[src/rtl/mips_pkg.sv]
// Shared MIPS core package: word width, reset PC, PC step, fetch buffer
// entry type, fetch buffer occupancy states, and the opcode/funct constants
// that ctrl decodes.
package mips_pkg;

  localparam int unsigned WORD_W   = 32;
  localparam logic [31:0] RESET_PC = 32'h0000_0000;
  localparam logic [31:0] PC_STEP  = 32'd4;

  // Opcode / funct constants consumed by ctrl
  localparam logic [5:0] OP_RTYPE = 6'b000000;
  localparam logic [5:0] OP_JAL   = 6'b000011;
  localparam logic [5:0] OP_BEQ   = 6'b000100;
  localparam logic [5:0] OP_ADDI  = 6'b001000;
  localparam logic [5:0] OP_LW    = 6'b100011;
  localparam logic [5:0] OP_SW    = 6'b101011;
  localparam logic [5:0] FN_ADD   = 6'b100000;
  localparam logic [5:0] FN_SUB   = 6'b100010;
  localparam logic [5:0] FN_JR    = 6'b001000;

  // One buffered instruction together with the byte PC it was fetched from
  typedef struct packed {
    logic [WORD_W-1:0] cmd;
    logic [WORD_W-1:0] pc;
  } fetch_entry_t;

  typedef enum logic [1:0] {
    FIFO_EMPTY   = 2'd0,
    FIFO_PARTIAL = 2'd1,
    FIFO_FULL    = 2'd2
  } fifo_state_e;

endpackage

[src/rtl/fetch_unit_if.sv]
// Fetch-to-decode handshake bundle.
//   out_valid : buffer head holds a valid instruction (fetch -> decode)
//   out_ready : decode accepts the head this cycle    (decode -> fetch)
//   out_cmd   : instruction word at the head          (fetch -> decode)
//   out_pc    : byte PC of out_cmd                    (fetch -> decode)
interface fetch_unit_if;
  import mips_pkg::*;

  logic              out_valid;
  logic              out_ready;
  logic [WORD_W-1:0] out_cmd;
  logic [WORD_W-1:0] out_pc;

  modport master (output out_valid, output out_cmd, output out_pc, input out_ready);
  modport slave  (input out_valid, input out_cmd, input out_pc, output out_ready);
endinterface

[src/rtl/inst_fifo.sv]
// Instruction buffer: DEPTH entries of {cmd, pc}.
//   clk/reset : core clock, synchronous active-high reset (clears storage)
//   push/din  : write din at the tail
//   pop       : drop the head
//   flush     : empty the buffer (pointers and count only; storage kept)
//   head      : registered head entry, stale contents when empty
//   full/empty: occupancy flags
module inst_fifo
  import mips_pkg::*;
#(
  parameter int unsigned DEPTH = 2
) (
  input  logic         clk,
  input  logic         reset,
  input  logic         push,
  input  logic         pop,
  input  logic         flush,
  input  fetch_entry_t din,
  output fetch_entry_t head,
  output logic         full,
  output logic         empty
);

  localparam int unsigned PW = (DEPTH > 1) ? $clog2(DEPTH) : 1;
  localparam int unsigned CW = $clog2(DEPTH + 1);

  fetch_entry_t   mem [DEPTH];
  logic [PW-1:0]  rptr;
  logic [PW-1:0]  wptr;
  logic [CW-1:0]  count;
  fifo_state_e    state;

  always_ff @(posedge clk) begin
    if (reset) begin
      for (int unsigned i = 0; i < DEPTH; i++) mem[i] <= '0;
      rptr  <= '0;
      wptr  <= '0;
      count <= '0;
    end else if (flush) begin
      rptr  <= '0;
      wptr  <= '0;
      count <= '0;
    end else begin
      if (push) begin
        mem[wptr] <= din;
        wptr      <= wptr + 1'b1;
      end
      if (pop) rptr <= rptr + 1'b1;
      case ({push, pop})
        2'b10:   count <= count + CW'(1);
        2'b01:   count <= count - CW'(1);
        default: count <= count;
      endcase
    end
  end

  always_comb begin
    state = FIFO_PARTIAL;
    if (count == '0)               state = FIFO_EMPTY;
    else if (count == CW'(DEPTH))  state = FIFO_FULL;
  end

  assign full  = (state == FIFO_FULL);
  assign empty = (state == FIFO_EMPTY);
  assign head  = mem[rptr];

endmodule

[src/rtl/fetch_unit.sv]
// Instruction fetch stage. Owns the fetch PC, addresses imem, and buffers
// fetched {instruction, PC} pairs for decode over a valid/ready handshake.
//   clk/reset      : core clock, synchronous active-high reset
//   imem_addr      : word address into imem, taken from fpc
//   imem_data      : same-cycle instruction read of imem_addr
//   redirect_valid : flush buffer and restart fetch at redirect_pc
//   redirect_pc    : target byte address (low two bits ignored)
//   dec            : out_valid/out_ready/out_cmd/out_pc handshake to decode
module fetch_unit
  import mips_pkg::*;
#(
  parameter int unsigned IMEM_AW  = 6,
  parameter int unsigned DEPTH    = 2,
  parameter logic [31:0] RESET_PC = mips_pkg::RESET_PC
) (
  input  logic                clk,
  input  logic                reset,
  output logic [IMEM_AW-1:0]  imem_addr,
  input  logic [WORD_W-1:0]   imem_data,
  input  logic                redirect_valid,
  input  logic [WORD_W-1:0]   redirect_pc,
  fetch_unit_if.master        dec
);

  logic [WORD_W-1:0] fpc;
  logic              deq;
  logic              enq;
  logic              full;
  logic              empty;
  fetch_entry_t      head;
  fetch_entry_t      din;

  assign deq = dec.out_valid & dec.out_ready;
  // A pop in the same cycle frees a slot, so a full buffer can still accept
  assign enq = ~reset & ~redirect_valid & (~full | deq);
  assign din = '{cmd: imem_data, pc: fpc};

  always_ff @(posedge clk) begin
    if (reset)               fpc <= RESET_PC;
    else if (redirect_valid) fpc <= redirect_pc & ~32'h3;
    else if (enq)            fpc <= fpc + PC_STEP;
  end

  inst_fifo #(.DEPTH(DEPTH)) u_fifo (
    .clk   (clk),
    .reset (reset),
    .push  (enq),
    .pop   (deq),
    .flush (redirect_valid),
    .din   (din),
    .head  (head),
    .full  (full),
    .empty (empty)
  );

  assign imem_addr     = fpc[IMEM_AW+1:2];
  assign dec.out_valid = ~empty;
  assign dec.out_cmd   = head.cmd;
  assign dec.out_pc    = head.pc;

endmodule

[src/flat_wrapper.sv]
// flat-port wrapper written by rule: the top's interface ports become plain ports
module fetch_unit_flat import mips_pkg::*;
#(
  parameter int unsigned IMEM_AW  = 6,
  parameter int unsigned DEPTH    = 2,
  parameter logic [31:0] RESET_PC = mips_pkg::RESET_PC
)
  (clk, reset, imem_addr, imem_data, redirect_valid, redirect_pc, dec_out_valid, dec_out_cmd, dec_out_pc, dec_out_ready);
  fetch_unit_if dec_i ();
  input  logic clk;
  input  logic reset;
  output logic [IMEM_AW-1:0] imem_addr;
  input  logic [WORD_W-1:0] imem_data;
  input  logic redirect_valid;
  input  logic [WORD_W-1:0] redirect_pc;
  output wire logic [$bits(dec_i.out_valid)-1:0] dec_out_valid;
  output wire logic [$bits(dec_i.out_cmd)-1:0] dec_out_cmd;
  output wire logic [$bits(dec_i.out_pc)-1:0] dec_out_pc;
  input wire logic [$bits(dec_i.out_ready)-1:0] dec_out_ready;
  assign dec_out_valid = dec_i.out_valid;
  assign dec_out_cmd = dec_i.out_cmd;
  assign dec_out_pc = dec_i.out_pc;
  assign dec_i.out_ready = dec_out_ready;
  fetch_unit #(.IMEM_AW(IMEM_AW), .DEPTH(DEPTH), .RESET_PC(RESET_PC)) u_core (.clk(clk), .reset(reset), .imem_addr(imem_addr), .imem_data(imem_data), .redirect_valid(redirect_valid), .redirect_pc(redirect_pc), .dec(dec_i));
endmodule
[config.mk]
export PLATFORM = sky130hd
export DESIGN_NAME = fetch_unit_flat
export DESIGN_NICKNAME = d
export VERILOG_FILES = /design/src/rtl/mips_pkg.sv /design/src/rtl/fetch_unit_if.sv /design/src/rtl/inst_fifo.sv /design/src/rtl/fetch_unit.sv /design/src/flat_wrapper.sv
export SDC_FILE = /design/constraint.sdc
export NUM_CORES = 1
export LEC_CHECK = 0
export ABC_AREA = 0
export CAP_MARGIN = 20
export CORE_UTILIZATION = 56
export DETAILED_ROUTE_END_ITERATION = 8
export PLACE_DENSITY_LB_ADDON = 0.15
export SLEW_MARGIN = 20
export SYNTH_ARGS = -nofsm -noshare
export SYNTH_HDL_FRONTEND = slang
export SYNTH_SLANG_ARGS = --single-unit
[constraint.sdc]
create_clock -name clk -period 15.79 [get_ports clk]
set_input_delay 1.579 -clock clk [delete_from_list [all_inputs] [get_ports clk]]
set_output_delay 1.579 -clock clk [all_outputs]
set_load 0.1 [all_outputs]
# Yosys cells after proc, flatten, opt, wreduce, memory -nomap -nowiden
# Memories as Yosys holds them, arrays and structs flattened. A register that Yosys moved wholly into a read port is not among the register bits.
# Index checks and enable logic that the tools add are counted.
dict set report totals {
  register_bits 36
  mem_bits_rw 128
  out_inout_bits 71
  memories 1
}
dict set report op_classes {
  add_sub_neg 5
  eq_ne 4
  n_mux 16
  bitwise_logic 8
  n_reduce_logical 6
}
# name depth word_bits rd rd_clocked_by_memory_dff wr line_no
set memory_table {}
lappend memory_table {u_core.u_fifo.mem 2 64 1 1 2 inst_fifo.sv:27} ;# fetch_entry_t mem [DEPTH];
# op n
set op_table {}
lappend op_table {{$mux W32} 2}
lappend op_table {{$mux W64} 1}
lappend op_table {{$reduce_or A64 Y1} 1}
lappend op_table {{$add A32 B3 Y32 const B} 1}
lappend op_table {{$mux W1} 10}
lappend op_table {{$eq A2 B2 Y1 const B} 3}
lappend op_table {{$logic_not A2 Y1} 2}
lappend op_table {{$mux W2} 2}
lappend op_table {{$not A1 Y1} 4}
lappend op_table {{$pmux W2 S2} 1}
lappend op_table {{$reduce_bool A2 Y1} 2}
lappend op_table {{$and A1 B1 Y1} 3}
lappend op_table {{$add A1 B1 Y1 const B} 2}
lappend op_table {{$add A2 B1 Y2 const B} 1}
lappend op_table {{$eq A2 B1 Y1 const B} 1}
lappend op_table {{$reduce_or A2 Y1} 1}
lappend op_table {{$sub A2 B1 Y2 const B} 1}
lappend op_table {{$or A1 B1 Y1} 1}

# Longest topological paths before layout
dict set report depth {
  word_depth 14
  ltp_mapped 7
  mapped_depth_nobuf 5
}

# Modules after synthesis
# Synthesis repeated with hierarchy kept, for this count alone.
dict set report unflattened {
  cells_unflattened 626
  area_unflattened_um2 7737.4
}
# mod instances cells_each area_each_um2
set by_module_without_submodules {}
lappend by_module_without_submodules {inst_fifo 1 381 5794.3}
lappend by_module_without_submodules {fetch_unit 1 245 1943.1}

# Worst setup path after synthesis
# No wires, ideal clock.
dict set report synth_path {
  path_kind {input-to-reg}
  start {input port redirect_valid}
  end {memory u_core.u_fifo.mem[0][10] in the netlist's numbering (enable)}
  setup_ns 0.568
  arrival_time_ns 6.461
  required_ns 15.222
  path_slack_ns 8.762
  path_stages 4
  path_buffers 1
  path_cell_list {clkbuf_1 > nor2_1 > nand2_1 > o21ai_0}
}
# element line_no
set synth_lines {}
lappend synth_lines {{from (decl)} flat_wrapper.sv:14} ;# input logic redirect_valid;
lappend synth_lines {{to (decl)} inst_fifo.sv:27}

==> flow_summary.ini <==
[drt]
vias = 5242
drt_iter0_markers = 503
drc = 0
viasPerCell = 5.844
routed_wl_mm = 16.20
ant_nets = 0
wl_per_cell_um = 18.06
first_pass_iters = 5

[pwr]
internal_power_uw = 772.5
p_comb_share_pct = 18.8
power_density_nw_per_um2 = 116.1
p_sw_uw = 317.5
vdd_drop_max_uv = 65.30
p_clk_share_pct = 36.0
pwr-share-seq_pct = 45.2
leakage_uw = 0.003562
switching_share_pct = 29.13

[placed_design]
gp_congestion = 0.8618
pre_cts_ws_ns = 11.08
dpl_cell_area_um2 = 8777
hpwl_mm = 10.10
numPortBuffers = 134

[logic_synthesis]
synth-edff-count = 124
async_reset_ff_share_pct = 0
syn_area_um2 = 7356
yosys.area.top_type = edfxtp_1
synthCells = 600
ys.flop_type = edfxtp_1
synth.ff_latch_count = 159
yosysWarnings = 0
yosys.area.top_type_share_pct = 50.62
ys_seq_area_share_pct = 60.15
yosysUniqueCellTypes = 48
synthTopCellsByArea = edfxtp_1 (51%), dfxtp_1 (9.5%), mux2_2 (9.5%)
postSynthAreaPerCell_um2 = 12.26

[setup_path]
crit_path_end_kind = primary output
cp.arrival_ns = 2.86
crit_path_max_fanout = 62
startpoint_type = register
timing.rr.start = u_core.u_fifo.count[0]
r2r_cells = 4
required_ns = 14.21
worstSetupPathType = reg -> out
rrSetupSlack_ns = 12.95
rr_endpoint = u_core.u_fifo.mem[0][17]

[min_path]
hold_start = u_core.u_fifo.rptr
worstHoldPathType = reg -> reg
hold_depth = 2

[clock_network]
insertion_delay_ns = 0.41
h-tree-depth = 4
cts-buffers-inserted = 17
clk_pin_slew_ns = 0.06
root_buffer = clkbuf_16
cts_setup_buffers = 0
cts_num_sinks = 159
cts_resized = 0
cts_tree = built
cts_buffer_depth = 2
cts-hold-fix-buffers = 0

[floorplan]
core_um2 = 12720
rows = 41
pin_count = 139
dieArea_um2 = 13600
start_util_pct = 57.82
fp.dieH_um = 116.6
die_x_um = 116.6

[timing]
drv_slew = 0
timing.hold.ws_ns = 0.5154
relSlewSlack_pct = 31.73
hold_violations = 0
finalSetupTns_ns = 0
fin_skew_ns = 0.007843
timing.final.ws_setup_ns = 11.35
setup_violations = 0
period_minus_slack_ns = 4.442
period_share_pct = 28.13
rsz0062_at_grt = false
max_freq_mhz = 225.1
tightestPinTransition_ns = 1.021

[cells_and_area]
mostFrequentLayoutCells = clkdlybuf4s50_1 (134), edfxtp_1 (124), and3_1 (63), mux2_2 (62), and2_1 (57)
fin_area_um2 = 9385
drive_gt1_share_pct = 16.41
nNetsFinal = 781
area_growth_pct = 27.59
final_common_cell = clkdlybuf4s50_1
antenna_cells_inserted = 0

[global_route]
antenna_found_initial = 0
grt_pass1_wl_mm = 24.61
grt_pass1_vias = 5040
grt_max_degree = 72
gr-total-overflow = 0
track_usage_pct = 24.08

[job]
maxCapViolCount = 0

[run_status]
outcome = completed
-- synthesized netlist by cell type, drive strengths merged (3+ instances only) --
cell,n
edfxtp,124
and3,64
mux2,62
and2,58
clkbuf,39
dfxtp,35
nand2,30
nor2,27
or4,16
nand3,15
buf,12
a311oi,11
nor3,9
nand4,8
o21ai,8
o31ai,8
a211oi,7
inv,6
or3,6
xnor2,6
a31oi,5
o211ai,5
or2,5
xor2,5
a32oi,4
nor4,4
a21oi,3
nand2b,3
-- final cells by class --
class | instances | area, µm²
Multi-Input combinational cell | 384 | 2708
Timing Repair Buffer | 143 | 1429
Clock buffer | 23 | 531.8
Clock inverter | 9 | 48.80
Tap cell | 172 | 215.2
Inverter | 7 | 26.28
Sequential cell | 159 | 4427
Fill cell | 899 | 3337
-- per-layer routing --
| metal | part of all wire (%) | GRT usage, % | wire [µm] | vias up |
|---|---|---|---|---|
| met2 | 50 | 41.93 | 8031 | 191 |
| met1 | 43 | 29.23 | 6947 | 2565 |
| met4 | 1.9 | 9.114 | 311 | 0 |
| li1 | - | - | - | 2459 |
| met3 | 5.6 | 5.397 | 913 | 27 |
| met5 | 0 | 0 | 0 | - |
-- per-stage QoR --
step | instances | utilization (%) | power [µW]
2_1_floorplan | 601 | - | 648.7
3_3_place_gp | 864 | 68.99 | 700.9
3_5_place_dp | 864 | 68.99 | 705.3
4_1_cts | 896 | 73.55 | 1094
5_1_grt | 897 | 73.77 | 1123
6_report | 897 | 73.77 | 1090
-- power groups by stage --
stage | Clock [µW] | Combinational, µW | Sequential (µW)
after global routing | 415 | 213 | 496
after CTS | 396 | 205 | 493
after detailed placement | 0 | 204 | 501
after floorplan | 0 | 152 | 497
after global placement | 0 | 202 | 499
final | 392 | 205 | 493
-- worst max-delay path by stage --
| stage | start | slack (ns) | end | cells past startpoint |
|---|---|---|---|---|
| 2_1_floorplan | redirect_valid | 8.76 | u_core.u_fifo.mem[0][10] | 4 |
| 3_3_place_gp | reset | 11.13 | u_core.u_fifo.mem[1][38] | 8 |
| 3_5_place_dp | reset | 11.08 | u_core.u_fifo.mem[1][38] | 8 |
| 4_1_cts | register | 11.32 | dec_out_pc[17] | 3 |
| 5_1_grt | register | 11.25 | dec_out_cmd[12] | 3 |
| 6_report | register | 11.35 | dec_out_pc[18] | 3 |
-- registers in the layout, indices dropped and copies added (netlist names), named ones only --
signal	count
u_core.u_fifo.mem	124
u_core.fpc	30
u_core.u_fifo.wptr	1
u_core.u_fifo.count	2
u_core.u_fifo.rptr	1
-- logic make-up after synthesis --
family | count (synthesis) | share of synthesized area [%]
DFF | 159 | 60.15
and+or+nand+nor | 251 | 19.63
adders and majority gates | 1 | 0.1701
muxes | 62 | 9.491
xor gates and xnor gates | 11 | 1.310
buffers and inverters | 58 | 3.487
AOI/OAI and AO/OA | 57 | 5.715
other | 1 | 0.05098
-- critical path, cell delays in order, from the launching register on --
cell             delay (ns)
dfxtp_2                0.31
buf_4                  0.63
mux2_2                 0.30
clkdlybuf4s50_1        1.16
No activity file was read; power rests on OpenSTA's default activity.
